==> config.mk <==
export PLATFORM = sky130hd
export DESIGN_NAME = debug_controller_flat
export DESIGN_NICKNAME = d
export VERILOG_FILES = /design/src/rtl/debug_pkg.sv /design/src/rtl/debug_controller_if.sv /design/src/rtl/debug_tx_serializer.sv /design/src/rtl/debug_controller.sv /design/src/flat_wrapper.sv
export SDC_FILE = /design/constraint.sdc
export NUM_CORES = 1
export LEC_CHECK = 0
export ABC_CLOCK_PERIOD_IN_PS = 2800
export CORE_MARGIN = 3
export CORE_UTILIZATION = 40
export CTS_CLUSTER_SIZE = 12
export DETAILED_ROUTE_END_ITERATION = 8
export GPL_TIMING_DRIVEN = 0
export PLACE_DENSITY_LB_ADDON = 0.12
export SYNTH_ARGS = -nofsm -noshare
export SYNTH_HDL_FRONTEND = slang
export SYNTH_SLANG_ARGS = --single-unit
==> constraint.sdc <==
create_clock -name i_clk -period 2.8 [get_ports i_clk]
set_input_delay 0.28 -clock i_clk [delete_from_list [all_inputs] [get_ports i_clk]]
set_output_delay 0.28 -clock i_clk [all_outputs]
set_load 0.01 [all_outputs]
==> src/rtl/debug_pkg.sv <==
// debug_pkg: command bytes, FSM encodings and defaults shared by the debug controller blocks
package debug_pkg;
  localparam logic [7:0] CMD_LOAD = 8'h4C;
  localparam logic [7:0] CMD_RUN = 8'h52;
  localparam logic [7:0] CMD_STEP = 8'h53;
  localparam logic [31:0] DEF_HALT_WORD = 32'hFFFF_FFFF;
  typedef enum logic [2:0] {IDLE, LOAD, RUN, STEP, DUMP_LATCH, DUMP_SEND, DUMP_WAIT} state_t;
  typedef enum logic [1:0] {S_IDLE, S_SEND, S_TXWAIT} ser_state_t;
endpackage

==> src/rtl/debug_controller_if.sv <==
// debug_controller_if: UART byte, instruction-memory, pipeline-control and register-file debug signals
interface debug_controller_if #(
  parameter int IADDR = 8,
  parameter int WBITS = 32,
  parameter int RBITS = 5
);
  logic i_rx_valid;
  logic [7:0] i_rx_data;
  logic i_tx_busy;
  logic o_tx_start;
  logic [7:0] o_tx_data;
  logic o_imem_we;
  logic [IADDR-1:0] o_imem_addr;
  logic [WBITS-1:0] o_imem_wdata;
  logic o_pipe_en;
  logic o_pipe_rst;
  logic i_halt;
  logic [WBITS-1:0] i_pc;
  logic [RBITS-1:0] o_rf_addr;
  logic [WBITS-1:0] i_rf_data;
  modport master (
    input i_rx_valid, i_rx_data, i_tx_busy, i_halt, i_pc, i_rf_data,
    output o_tx_start, o_tx_data, o_imem_we, o_imem_addr, o_imem_wdata, o_pipe_en, o_pipe_rst, o_rf_addr
  );
  modport slave (
    output i_rx_valid, i_rx_data, i_tx_busy, i_halt, i_pc, i_rf_data,
    input o_tx_start, o_tx_data, o_imem_we, o_imem_addr, o_imem_wdata, o_pipe_en, o_pipe_rst, o_rf_addr
  );
endinterface

==> src/rtl/debug_tx_serializer.sv <==
// debug_tx_serializer: sends one word LSB-first over the UART start/busy handshake and flags word done
module debug_tx_serializer import debug_pkg::*; #(
  parameter int WBITS = 32
) (
  input  logic             clk,
  input  logic             rst_n,
  input  logic             start,
  input  logic [WBITS-1:0] word,
  input  logic             tx_busy,
  output logic             tx_start,
  output logic [7:0]       tx_data,
  output logic             done
);
  localparam int NB = WBITS / 8;
  localparam int BW = NB > 1 ? $clog2(NB) : 1;
  ser_state_t st, nx;
  logic [WBITS-1:0] sr;
  logic [BW-1:0] idx;
  logic last;
  assign last = idx == BW'(NB - 1);
  always_ff @(posedge clk or negedge rst_n)
    if (!rst_n) st <= S_IDLE;
    else st <= nx;
  always_comb
    nx = st == S_IDLE ? (start ? S_SEND : S_IDLE) :
         st == S_SEND ? (tx_busy ? S_SEND : S_TXWAIT) :
         last ? S_IDLE : S_SEND;
  always_comb begin
    tx_start = st == S_SEND && !tx_busy;
    tx_data = 8'(sr >> {idx, 3'b000});
    done = st == S_TXWAIT && last;
  end
  always_ff @(posedge clk or negedge rst_n)
    if (!rst_n) begin
      sr <= '0;
      idx <= '0;
    end else if (st == S_IDLE && start) begin
      sr <= word;
      idx <= '0;
    end else if (st == S_TXWAIT) begin
      idx <= idx + 1'b1;
    end
endmodule

==> src/rtl/debug_controller.sv <==
// debug_controller: UART command sequencer that loads imem, gates run/step and dumps PC plus registers
module debug_controller import debug_pkg::*; #(
  parameter int IADDR = 8,
  parameter int WBITS = 32,
  parameter int RBITS = 5,
  parameter logic [WBITS-1:0] HALT_WORD = DEF_HALT_WORD
) (
  input logic i_clk,
  input logic i_rst_n,
  debug_controller_if.master bus
);
  localparam int NB = WBITS / 8;
  localparam int BW = NB > 1 ? $clog2(NB) : 1;
  state_t state, next;
  logic [BW-1:0] bidx;
  logic [WBITS-1:0] asm_w, full_w, ser_word;
  logic [IADDR-1:0] wcnt;
  logic [RBITS-1:0] rcnt;
  logic load_done, halted, pc_sent, last_byte, rf_last, ser_start, ser_done;
  assign last_byte = state == LOAD && !load_done && bus.i_rx_valid && bidx == BW'(NB - 1);
  assign full_w = (asm_w >> 8) | (WBITS'(bus.i_rx_data) << (WBITS - 8));
  assign rf_last = pc_sent && rcnt == '1;
  always_ff @(posedge i_clk or negedge i_rst_n)
    if (!i_rst_n) state <= IDLE;
    else state <= next;
  always_comb begin
    next = state;
    case (state)
      IDLE:       if (bus.i_rx_valid)
                    next = bus.i_rx_data == CMD_LOAD ? LOAD :
                           bus.i_rx_data == CMD_RUN  ? RUN  :
                           bus.i_rx_data == CMD_STEP ? STEP : IDLE;
      LOAD:       if (load_done) next = IDLE;
      RUN:        if (halted || bus.i_halt) next = DUMP_LATCH;
      STEP:       next = DUMP_LATCH;
      DUMP_LATCH: next = DUMP_SEND;
      DUMP_SEND:  if (ser_done) next = rf_last ? DUMP_WAIT : DUMP_LATCH;
      DUMP_WAIT:  if (!bus.i_tx_busy) next = IDLE;
      default:    next = IDLE;
    endcase
  end
  always_comb begin
    bus.o_pipe_en = !halted && (state == STEP || (state == RUN && !bus.i_halt));
    bus.o_rf_addr = rcnt;
    ser_start = state == DUMP_LATCH;
    ser_word = pc_sent ? bus.i_rf_data : bus.i_pc;
  end
  always_ff @(posedge i_clk or negedge i_rst_n)
    if (!i_rst_n) begin
      bidx <= '0;
      asm_w <= '0;
      wcnt <= '0;
      rcnt <= '0;
      load_done <= 1'b0;
      halted <= 1'b0;
      pc_sent <= 1'b0;
      bus.o_imem_we <= 1'b0;
      bus.o_imem_addr <= '0;
      bus.o_imem_wdata <= '0;
      bus.o_pipe_rst <= 1'b0;
    end else begin
      bus.o_imem_we <= last_byte;
      bus.o_pipe_rst <= state == LOAD && load_done;
      load_done <= last_byte && (full_w == HALT_WORD || wcnt == '1);
      if (state == IDLE && bus.i_rx_valid && bus.i_rx_data == CMD_LOAD) begin
        wcnt <= '0;
        bidx <= '0;
      end else if (state == LOAD && bus.i_rx_valid && !load_done) begin
        asm_w <= full_w;
        bidx <= bidx == BW'(NB - 1) ? '0 : bidx + 1'b1;
      end
      if (last_byte) begin
        bus.o_imem_addr <= wcnt;
        bus.o_imem_wdata <= full_w;
        wcnt <= wcnt + 1'b1;
      end
      if (state == LOAD && load_done) halted <= 1'b0;
      else if ((state == RUN || state == STEP) && bus.i_halt) halted <= 1'b1;
      if (state == RUN || state == STEP) begin
        pc_sent <= 1'b0;
        rcnt <= '0;
      end else if (state == DUMP_SEND && ser_done) begin
        pc_sent <= 1'b1;
        if (pc_sent && !rf_last) rcnt <= rcnt + 1'b1;
      end
    end
  debug_tx_serializer #(.WBITS(WBITS)) u_ser (
    .clk(i_clk),
    .rst_n(i_rst_n),
    .start(ser_start),
    .word(ser_word),
    .tx_busy(bus.i_tx_busy),
    .tx_start(bus.o_tx_start),
    .tx_data(bus.o_tx_data),
    .done(ser_done)
  );
endmodule

==> src/flat_wrapper.sv <==
// flat-port wrapper written by rule: the top's interface ports become plain ports
module debug_controller_flat import debug_pkg::*;
#(
  parameter int IADDR = 8,
  parameter int WBITS = 32,
  parameter int RBITS = 5,
  parameter logic [WBITS-1:0] HALT_WORD = DEF_HALT_WORD
)
  (i_clk, i_rst_n, bus_i_rx_valid, bus_i_rx_data, bus_i_tx_busy, bus_i_halt, bus_i_pc, bus_i_rf_data, bus_o_tx_start, bus_o_tx_data, bus_o_imem_we, bus_o_imem_addr, bus_o_imem_wdata, bus_o_pipe_en, bus_o_pipe_rst, bus_o_rf_addr);
  debug_controller_if #(.IADDR(IADDR), .WBITS(WBITS), .RBITS(RBITS)) bus_i ();
  input logic i_clk;
  input logic i_rst_n;
  input wire logic [$bits(bus_i.i_rx_valid)-1:0] bus_i_rx_valid;
  input wire logic [$bits(bus_i.i_rx_data)-1:0] bus_i_rx_data;
  input wire logic [$bits(bus_i.i_tx_busy)-1:0] bus_i_tx_busy;
  input wire logic [$bits(bus_i.i_halt)-1:0] bus_i_halt;
  input wire logic [$bits(bus_i.i_pc)-1:0] bus_i_pc;
  input wire logic [$bits(bus_i.i_rf_data)-1:0] bus_i_rf_data;
  output wire logic [$bits(bus_i.o_tx_start)-1:0] bus_o_tx_start;
  output wire logic [$bits(bus_i.o_tx_data)-1:0] bus_o_tx_data;
  output wire logic [$bits(bus_i.o_imem_we)-1:0] bus_o_imem_we;
  output wire logic [$bits(bus_i.o_imem_addr)-1:0] bus_o_imem_addr;
  output wire logic [$bits(bus_i.o_imem_wdata)-1:0] bus_o_imem_wdata;
  output wire logic [$bits(bus_i.o_pipe_en)-1:0] bus_o_pipe_en;
  output wire logic [$bits(bus_i.o_pipe_rst)-1:0] bus_o_pipe_rst;
  output wire logic [$bits(bus_i.o_rf_addr)-1:0] bus_o_rf_addr;
  assign bus_i.i_rx_valid = bus_i_rx_valid;
  assign bus_i.i_rx_data = bus_i_rx_data;
  assign bus_i.i_tx_busy = bus_i_tx_busy;
  assign bus_i.i_halt = bus_i_halt;
  assign bus_i.i_pc = bus_i_pc;
  assign bus_i.i_rf_data = bus_i_rf_data;
  assign bus_o_tx_start = bus_i.o_tx_start;
  assign bus_o_tx_data = bus_i.o_tx_data;
  assign bus_o_imem_we = bus_i.o_imem_we;
  assign bus_o_imem_addr = bus_i.o_imem_addr;
  assign bus_o_imem_wdata = bus_i.o_imem_wdata;
  assign bus_o_pipe_en = bus_i.o_pipe_en;
  assign bus_o_pipe_rst = bus_i.o_pipe_rst;
  assign bus_o_rf_addr = bus_i.o_rf_addr;
  debug_controller #(.IADDR(IADDR), .WBITS(WBITS), .RBITS(RBITS), .HALT_WORD(HALT_WORD)) u_core (.i_clk(i_clk), .i_rst_n(i_rst_n), .bus(bus_i));
endmodule
# Word-level counts from Yosys, hierarchy flattened
# Cells that the tools add are included.
# Widths: inputs -> output; s select.
op_classes:
  shifts: 1
  bitwise_logic: 2
  mux: 30
  eq_ne: 21
  n_addsub: 4
  reduce_logical: 38
ops:
  columns: ["cell", "n"]
  rows:
  - ["$eq 32x32->1 const B", 1]
  - ["$mux 32", 1]
  - ["$or 24x32->32", 1]
  - ["$shr 32x5->8", 1]
  - ["$eq 8x7->1 const B", 3]
  - ["$mux 3", 7]
  - ["$pmux 3 s7", 1]
  - ["$mux 2", 10]
  - ["$logic_and 1x1->1", 18]
  - ["$mux 8", 2]
  - ["$mux 5", 3]
  - ["$reduce_bool 2->1", 6]
  - ["$eq 3x3->1 const B", 3]
  - ["$add 8x1->8 const B", 1]
  - ["$eq 8x8->1 const B", 1]
  - ["$eq 2x2->1 const B", 3]
  - ["$eq 3x2->1 const B", 2]
  - ["$mux 1", 6]
  - ["$ne 2x1->1 const B", 3]
  - ["$add 5x1->5 const B", 1]
  - ["$eq 5x5->1 const B", 1]
  - ["$logic_not 1->1", 5]
  - ["$reduce_and 5->1", 1]
  - ["$add 2x1->2 const B", 2]
  - ["8 further kinds", 13]
word_totals:
  register_bits: 131
  word_cells: 111
  input_bits: 77

# Longest topological paths before layout
# Gate-level depths: netlist (run 1).
logic_depth:
  depth_word: 7
  mapped_depth: 7
  ltp_nobuf: 6

# By module
# Synthesis (run 1) repeated with hierarchy kept, for this count alone.
hier_totals:
  hier_cells: 492
  hier_area_um2: 5718.0
modules_own_cells:
  columns: ["mod", "area_each_um2", "seq_area_each_um2", "instances", "cells_each"]
  rows:
  - ["debug_controller", 4116.4, 2177.1, 1, 399]
  - ["debug_tx_serializer", 1601.5, 900.9, 1, 93]

# Least setup slack after synthesis (run 1)
# Ideal clock, no wire load.
synth_timing:
  path_type: "reg2reg"
  start: "reg u_core.rcnt[0], in the netlist u_core.bus.o_rf_addr[0]"
  end: "reg u_core.rcnt[2], in the netlist u_core.bus.o_rf_addr[2]"
  required_time_ns: 2.674
  stages_incl_launch_ff: 7
  n_path_buf: 0
  arrival_ns: 1.731
  path_slack_ns: 0.942
  setup_ns: 0.126
  synth_period_minus_slack_ns: 1.858
  cell_sequence: "dfrtp_1 > ha_1 > and3_1 > ha_1 > or4b_1 > xor2_1 > nor2_2"
synth_between:
  elab_chain_cells: 6
  elab_cells_between_ends: 10
  classes_between: "add/sub (1); eq/ne (1); mux (3); reduce/logical (5)"
synth_rtl:
  columns: ["element", "line", "text"]
  rows:
  - ["from (decl)", "debug_controller.sv:18", "logic [RBITS-1:0] rcnt;"]
  - ["from (signal assigned)", "debug_controller.sv:84", "if (pc_sent && !rf_last) rcnt <= rcnt + 1'b1;"]
  - ["branches (longest 6 deep; another with $add 5x1->5)", null, null]
# Parallel ways; which one is timed is not known. The select of a mux whose other input is x is not followed.
# A chain may end at the register's enable or synchronous reset.

# Worst setup path in the final report (run 1)
layout_timing:
  start: "reg u_core.state[1]"
  end: "out bus_o_pipe_en"
layout_between:
  elab_chain_cells: 4
  elab_cells_between_ends: 5
  classes_between: "eq/ne (2); reduce/logical (3)"
layout_rtl:
  columns: ["element", "line", "text"]
  rows:
  - ["from (decl)", "debug_controller.sv:14", "state_t state, next;"]
  - ["from (signal assigned)", "debug_controller.sv:25", "else state <= next;"]
  - ["$eq 3x2->1", "debug_controller.sv:43", "bus.o_pipe_en = !halted && (state == STEP || (state == RUN && !bus.i_halt));"]
  - ["$logic_and 1x1->1", "debug_controller.sv:43", null]
  - ["$logic_or 1x1->1 (*)", "debug_controller.sv:43", null]
  - ["$logic_and 1x1->1 (*)", "debug_controller.sv:43", null]
  - ["to (decl)", "flat_wrapper.sv:24", "output wire logic [$bits(bus_i.o_pipe_en)-1:0] bus_o_pipe_en;"]
# Mark *: on every way between the ends. The rest lies on a longest branch, timed or not.

==> results of run 1 <==
==> layout by cell type, fill, tap and decap left out, drive strengths merged, types with 4 or more instances in the layout <==
| cell type | Yosys | routed |
|---|---|---|
| nand2 | 169 | 169 |
| bufinv | 0 | 4 |
| nand4 | 8 | 8 |
| buf | 21 | 23 |
| clkbuf | 9 | 30 |
| mux2 | 24 | 24 |
| a21oi | 8 | 8 |
| dfrtp | 123 | 123 |
| a31oi | 5 | 5 |
| nor3b | 5 | 5 |
| mux2i | 37 | 37 |
| nand3 | 8 | 8 |
| xor2 | 4 | 4 |
| nor3 | 4 | 4 |
| clkinvlp | 0 | 5 |
| mux4 | 8 | 8 |
| ha | 5 | 5 |
| nor2 | 13 | 13 |
| o21ai | 43 | 43 |
| inv | 7 | 7 |
| clkdlybuf4s50 | 0 | 132 |
==> power by group through the flow <==
stage	logic [W]	clock network, W	registers, W
after floorplan	0.000509	0	0.00244
after global placement	0.00137	0	0.00237
after detailed placement	0.00139	0	0.00237
after CTS	0.00141	0.00234	0.00235
after global routing	0.00151	0.00242	0.00240
final	0.00138	0.00230	0.00235
==> what timing repair did <==
item / 4_1_cts / 5_1_grt
hold endpoints to repair: 58 / 0
buffers inserted: 0 / 0
hold buffers: 1 / 0
==> state kept, by name, summed over array words and instances (netlist names) <==
signal                   cells
u_core.asm_w                24
u_core.state                 3
u_core.bus.o_pipe_rst        1
u_core.u_ser.idx             2
u_core.bus.o_rf_addr         5
u_core.bus.o_imem_we         1
u_core.bidx                  2
u_core.u_ser.st              2
u_core.halted                1
u_core.bus.o_imem_addr       8
u_core.u_ser.sr             32
u_core.bus.o_imem_wdata     32
u_core.pc_sent               1
u_core.load_done             1
u_core.wcnt                  8
==> per-stage QoR <==
stage          instances  setup TNS (ns)  hold slack [ns]  cell area (um^2)  total power, W
3_5_place_dp         840               0           0.2816              7234        0.003765
4_1_cts              873               0           0.4221              7873        0.006101
5_1_grt              873               0           0.4564              7873        0.006332
3_3_place_gp         839         -406.50           0.4594              7206        0.003738
2_1_floorplan        530               0         -0.01559              5654        0.002952
6_report             873               0           0.4108              7873        0.006034
==> logic make-up (layout without fill, tap and decap cells) <==
group | count (synthesis) | count (layout)
simple gates | 225 | 225
flops | 123 | 123
xor+xnor | 4 | 4
buf+inv | 37 | 204
fa+ha+maj | 5 | 5
mux | 69 | 69
compound gates | 67 | 67
==> final cells by class <==
| cell class | instances | area (um^2) | area share (%) |
|---|---|---|---|
| Buffer | 30 | 162.7 | 2.066 |
| Multi-Input combinational cell | 370 | 2387 | 30.32 |
| Clock buffer | 21 | 460.4 | 5.849 |
| Tap cell | 176 | 220.2 | 2.797 |
| Timing Repair Buffer | 135 | 1370 | 17.40 |
| Sequential cell | 123 | 3078 | 39.10 |
| Inverter | 7 | 26.28 | 0.3338 |
| Clock inverter | 11 | 167.7 | 2.130 |
==> final timing paths <==
path                                                             from                                    end  slack (ns)
worst max-delay path                      u_core.state[1]$_DFFE_PN0P_                          bus_o_pipe_en        0.28
worst min-delay path                                          i_rst_n        u_core.u_ser.sr[25]$_DFFE_PN0P_        0.41
worst max register to register    u_core.bus.o_rf_addr[0]$_DFFE_PN0P_    u_core.bus.o_rf_addr[3]$_DFFE_PN0P_        0.90
worst min register to register  u_core.bus.o_imem_addr[4]$_DFFE_PN0P_  u_core.bus.o_imem_addr[4]$_DFFE_PN0P_        0.47
max in group asynchronous                                     i_rst_n             u_core.pc_sent$_DFFE_PN0P_        1.67
min in group i_clk              u_core.bus.o_imem_addr[4]$_DFFE_PN0P_  u_core.bus.o_imem_addr[4]$_DFFE_PN0P_        0.47
==> metal layers <==
metal / routed length, um / share of wire, % / vias to the layer above / track usage, %
li1: - / - / 2127 / -
met1: 6524 / 46 / 2108 / 25.06
met2: 6597 / 47 / 117 / 29.01
met3: 813 / 5.8 / 17 / 5.660
met4: 176 / 1.2 / 0 / 5.421
met5: 0 / 0 / - / 0
==> run_results.csv, run 1 <==
group,metric,value,unit
outcome,outcome,"finished, final reports clean",
critical_path,cell_chain_of_the_critical_path,"buf_2 -> nor2b_1 -> clkbuf_1 -> o21ai_0 -> nor2_1 -> clkdlybuf4s50_1",
synthesis,synth.yosys.seq_area_share,54.44,%
route,drcViolationCount,0,
timing,final_hold_viol_count,0,
synthesis,synth.area.top_cells,"sky130_fd_sc_hd__dfrtp_1 54%, sky130_fd_sc_hd__nand2_1 11%, sky130_fd_sc_hd__mux2i_1 6.6%",
critical_path,total_buffers_and_inverters_traversed_by_the_critical_path,3,
cells_and_area,post-route-util,58.29,%
critical_path,max_stage_delay,0.54,ns
timing,timing_max_transition_violations_final,0,
synthesis,yosys-mux-area-fraction,15.71,%
synthesis,most_instantiated_library_cell_after_synthesis,"sky130_fd_sc_hd__nand2_1",
place,place.port_buffers,133,
synthesis,adder_and_majority_gate_portion_of_the_synthesized_area,1.106,%
cts,numCtsBuffers,17,
run,drv.max_cap_violation_count,0,
synthesis,synth_compound_gate_area_share,6.749,%
cts,cts_tree,"built",
floorplan,floorplan.die.width,124.9,um
critical_path,worst_path_dominant_cell_family,"buffers and inverters",
synthesis,postSynthRegisterBits,123,
grt,grt_remaining_overflow,0,
critical_path,start_kind,"register",
power,power.static_leakage,3.511,nW
critical_path,worstPathMaxFanout,10,
route,initialDrtViolationCount,322,
route,totalWireLength,14110,um
synthesis,synth.largest_area_cell,"sky130_fd_sc_hd__dfrtp_1",
synthesis,syn_area_per_cell,10.67,um^2
power,power.share.sequential,39.0,%
critical_path,critPathCaptureType,"output pin",
power,power_report.internal_total,0.004393,W
critical_path,reg2reg_depth,6,
cts,clock_tree.root_cell,"sky130_fd_sc_hd__clkbuf_16",
route,via_count,4369,
power,p_comb_share,22.9,%
synthesis,netlist_area,5654,um^2
floorplan,ioPinCount,134,
cts,tritoncts_num_sinks,123,
power,swShare,27.20,%
timing,worst_slew_pin_slew,0.5930,ns
cells_and_area,insertedDiodeCount,0,
timing,rsz_0062_raised_after_global_routing,"false",
place,pre_cts_slack,0.6681,ns
synthesis,ys_dominant_reg_cell,"sky130_fd_sc_hd__dfrtp_1",
timing,setup-violations-final,0,
cells_and_area,nFillCells,1180,
critical_path,crit_slowest_cell,"sky130_fd_sc_hd__clkdlybuf4s50_1",
synthesis,synthTopCellsByCount,"167 x sky130_fd_sc_hd__nand2_1, 123 x sky130_fd_sc_hd__dfrtp_1, 37 x sky130_fd_sc_hd__mux2i_1",
timing,final.period_utilization,90.07,%
cells_and_area,syn_to_final_growth,39.23,%
floorplan,core,13510,um^2
cts,count_of_h_tree_levels_built_during_cts,4,
route,first_pass_iters,5,
critical_path,worstPathArrival,2.24,ns
power,share_clk_of_total_power,38.1,%
cells_and_area,drive_above_1_share,13.77,%
cts,quantity_of_gates_resized_following_cts,0,
grt,grt_start_max_net_pins,66,
route,dr_wl_cell,16.16,um
floorplan,placement_rows,42,
synthesis,synth_top_area_share,54.44,%
timing,fin_worst_skew,0.006862,ns
cells_and_area,final_net_count,766,
floorplan,floorplan.die_area,15600,um^2
grt,first_global_vias,4415,
timing,layout_setup_ws,0.2780,ns
cts,clk_transition_reported_paths,0.05,ns
power,powerDensity,766.5,nW/um^2
cts,clock_path_buffers,2,
synthesis,post_synth_inst_count,530,
synthesis,synth_warnings,0,
grt,grt_util_all_layers,18.54,%
timing,timing.max_slew.rel_slack,60.47,%
critical_path,path_depth,6,
place,hpwlAfterDp,10290,um
synthesis,syn_nets,612,
synthesis,synthSimpleGateAreaFrac,18.03,%
synthesis,yosys.area_share.xor_xnor,0.6196,%
cts,insertion_delay,0.41,ns
floorplan,die-height,124.9,um
grt,grt_antenna_before_repair,0,
floorplan,initial_core_util,41.87,%
place,gpl.final_weighted_congestion,0.8381,
critical_path,critical_path_required,2.52,ns
timing,maximum_frequency_from_static_timing_analysis,396.5,MHz
grt,global_route_wire_length_before_repair,23140,um
power,peakVddDrop,495.7,uV
power,p_switching,0.001641,W
synthesis,async_flop_share,100.0,%
synthesis,netlist-cell-type-count,53,
hold_path,timing.hold.worst.class,"in2async",
synthesis,synth_top_family_by_area,"simple AND/OR/NAND/NOR gates",
timing,post-route-min-period,2.522,ns
route,final_antenna_net_count,0,
critical_path,worst-setup-path-type,"reg2out",
route,drt-vias-per-instance,5.005,
synthesis,number_of_enable_flip_flop_cells_after_synthesis,0,
Power figures use the tool's default switching activity.
==> inputs of run 2 (changes only) <==
--- a/config.mk
+++ b/config.mk
@@ -5,13 +5,15 @@
 export SDC_FILE = /design/constraint.sdc
 export NUM_CORES = 1
 export LEC_CHECK = 0
+export ABC_AREA = 0
 export ABC_CLOCK_PERIOD_IN_PS = 2800
-export CORE_MARGIN = 3
+export CORE_MARGIN = 5
 export CORE_UTILIZATION = 40
 export CTS_CLUSTER_SIZE = 12
 export DETAILED_ROUTE_END_ITERATION = 8
 export GPL_TIMING_DRIVEN = 0
 export PLACE_DENSITY_LB_ADDON = 0.12
+export REMOVE_ABC_BUFFERS = 1
 export SYNTH_ARGS = -nofsm -noshare
 export SYNTH_HDL_FRONTEND = slang
 export SYNTH_SLANG_ARGS = --single-unit
==> run 2 against run 1 <==
Power is 1.2% higher. Final area shrank 0.89%. Worst setup slack got worse by 0.0095 ns. Final cell count shrank 2.5%. Critical path type unchanged.
==> run_results.csv, run 2 (same netlist as run 1, synthesis figures left out) <==
group,metric,value,unit
outcome,outcome,"finished, final reports clean",
power,power.static_leakage,3.452,nW
cells_and_area,layout_common_cells,"166 x sky130_fd_sc_hd__nand2_1, 132 x sky130_fd_sc_hd__clkdlybuf4s50_1, 122 x sky130_fd_sc_hd__dfrtp_1, 37 x sky130_fd_sc_hd__mux2i_1, 35 x sky130_fd_sc_hd__o21ai_0",
floorplan,die-height,128.9,um
critical_path,worst_path_dominant_cell_family,"flip-flops",
timing,worst_slew_pin_slew,0.9477,ns
cts,clock_tree.root_cell,"sky130_fd_sc_hd__clkbuf_16",
floorplan,placement_rows,43,
place,placed_cell_area,7119,um^2
cells_and_area,final_net_count,740,
route,drt-vias-per-instance,4.989,
critical_path,total_buffers_and_inverters_traversed_by_the_critical_path,1,
grt,grt_remaining_overflow,0,
floorplan,core,13880,um^2
critical_path,reg2reg_depth,4,
cells_and_area,insertedDiodeCount,0,
route,initialDrtViolationCount,253,
place,place.port_buffers,133,
critical_path,path_depth,2,
cts,insertion_delay,0.41,ns
place,hpwlAfterDp,9175,um
cts,cts_tree,"built",
route,final_antenna_net_count,0,
critical_path,critPathCaptureType,"output pin",
floorplan,initial_core_util,40.73,%
power,powerDensity,782.6,nW/um^2
grt,grt_util_all_layers,16.09,%
grt,first_global_vias,4212,
timing,maximum_frequency_from_static_timing_analysis,395.0,MHz
critical_path,worst-setup-path-type,"reg2out",
grt,global_route_wire_length_before_repair,21180,um
place,gpl.final_weighted_congestion,0.7649,
timing,fin_worst_skew,0.006467,ns
cts,numCtsBuffers,17,
critical_path,worstPathArrival,2.25,ns
cells_and_area,nFillCells,1238,
cells_and_area,final_area,7802,um^2
timing,timing_max_transition_violations_final,0,
timing,final_hold_viol_count,0,
timing,final.period_utilization,90.41,%
route,first_pass_iters,4,
route,totalWireLength,13030,um
critical_path,critical_path_required,2.52,ns
timing,timing.hold.ws,0.3474,ns
grt,grt_antenna_before_repair,0,
route,dr_wl_cell,15.31,um
timing,rsz_0062_raised_after_global_routing,"false",
cts,clk_transition_reported_paths,0.05,ns
floorplan,ioPinCount,134,
critical_path,max_stage_delay,0.74,ns
cts,tritoncts_num_sinks,123,
power,totalPowerFinal,0.006106,W
critical_path,cell_chain_of_the_critical_path,"mux4_2 -> clkdlybuf4s50_1",
grt,grt_start_max_net_pins,82,
power,peakVddDrop,575.6,uV
cells_and_area,drive_above_1_share,12.37,%
route,drcViolationCount,0,
cts,clock_path_buffers,2,
route,via_count,4246,
floorplan,floorplan.die.width,128.9,um
cts,count_of_h_tree_levels_built_during_cts,4,
cells_and_area,largest_registers,"u_core.bus.o_imem_wdata x32, u_core.u_ser.sr x32, u_core.asm_w x24",
timing,setup-violations-final,0,
timing,timing.max_slew.rel_slack,36.82,%
critical_path,start_kind,"register",
floorplan,floorplan.die_area,16610,um^2
cells_and_area,syn_to_final_growth,38.00,%
cells_and_area,post-route-util,56.21,%
critical_path,crit_slowest_cell,"sky130_fd_sc_hd__dfrtp_1",
cells_and_area,final_common_cell,"sky130_fd_sc_hd__nand2_1",
hold_path,timing.hold.worst.class,"in2async",
timing,post-route-min-period,2.531,ns
critical_path,worstPathMaxFanout,11,
run,drv.max_cap_violation_count,0,
## run 2: final cells by class
class	count	area [um^2]	share of cell area (%)
flip-flops and latches	123	3079	39.46
multi-input cells	370	2392	30.66
repair buffers	139	1424	18.25
clock buffers	20	456.7	5.853
well taps	180	225.2	2.886
clock inverters	12	193.9	2.486
inverters	7	31.28	0.4009
## run 2: metrics by stage
stage / worst slack, ns / cells / TNS [ns]
final: 0.2686 / 851 / 0
after global routing: 0.1457 / 851 / 0
after CTS: 0.08367 / 851 / 0
after detailed placement: -0.3877 / 816 / -7.174
after global placement: -3.362 / 813 / -492.42
after floorplan: -0.4026 / 500 / -11.85
## run 2: path summary, 6_finish.rpt
kind / slack (ns) / from / to
max in group asynchronous: 1.73 / i_rst_n / u_core.bus.o_imem_addr[2]$_DFFE_PN0P_
hold reg to reg: 0.47 / u_core.u_ser.sr[20]$_DFFE_PN0P_ / u_core.u_ser.sr[20]$_DFFE_PN0P_
min in group i_clk: 0.47 / u_core.u_ser.sr[20]$_DFFE_PN0P_ / u_core.u_ser.sr[20]$_DFFE_PN0P_
setup / recovery: 0.27 / u_core.u_ser.idx[0]$_DFFE_PN0P_ / bus_o_tx_data[4]
hold / removal: 0.35 / i_rst_n / u_core.u_ser.sr[7]$_DFFE_PN0P_
setup reg to reg: 0.63 / u_core.pc_sent$_DFFE_PN0P_ / u_core.bus.o_rf_addr[3]$_DFFE_PN0P_
## run 2: timing repair
item	4_1_cts	5_1_grt
resized for setup	2	1
buffers inserted	2	0
endpoints found under the hold margin	42	0
setup endpoints to repair	48	1
hold buffers	1	0
pin swaps	1	0
## run 2: layer usage
layer | vias up | track usage, % | part of all wire [%]
met4 | 0 | 6.300 | 1.6
li1 | 2073 | - | -
met2 | 120 | 24.36 | 45
met5 | - | 0 | 0
met3 | 16 | 5.023 | 7.3
met1 | 2037 | 21.66 | 46
## run 2: power by group
group | switching [W] | total [W] | leakage (nW) | internal [W]
Sequential | 0.000232 | 0.00235 | 1.43 | 0.00211
Combinational | 0.000620 | 0.00138 | 1.70 | 0.000758
Clock | 0.000764 | 0.00238 | 0.316 | 0.00162
Total | 0.00162 | 0.00611 | 3.45 | 0.00449
## run 2: worst register-to-register path: stages (launching register included)
cell	delay [ns]
sky130_fd_sc_hd__dfrtp_2	0.98
sky130_fd_sc_hd__nand3b_1	0.29
sky130_fd_sc_hd__or4_1	0.58
sky130_fd_sc_hd__xor2_1	0.16
sky130_fd_sc_hd__nor2_1	0.05
==> inputs of run 3 (changes only) <==
--- a/config.mk
+++ b/config.mk
@@ -11,6 +11,7 @@
 export CORE_UTILIZATION = 40
 export CTS_CLUSTER_SIZE = 12
 export DETAILED_ROUTE_END_ITERATION = 8
+export GPL_ROUTABILITY_DRIVEN = 0
 export GPL_TIMING_DRIVEN = 0
 export PLACE_DENSITY_LB_ADDON = 0.12
 export REMOVE_ABC_BUFFERS = 1
==> results of run 3 <==
No change in the layout: final DEF, timing and power equal those of run 2.
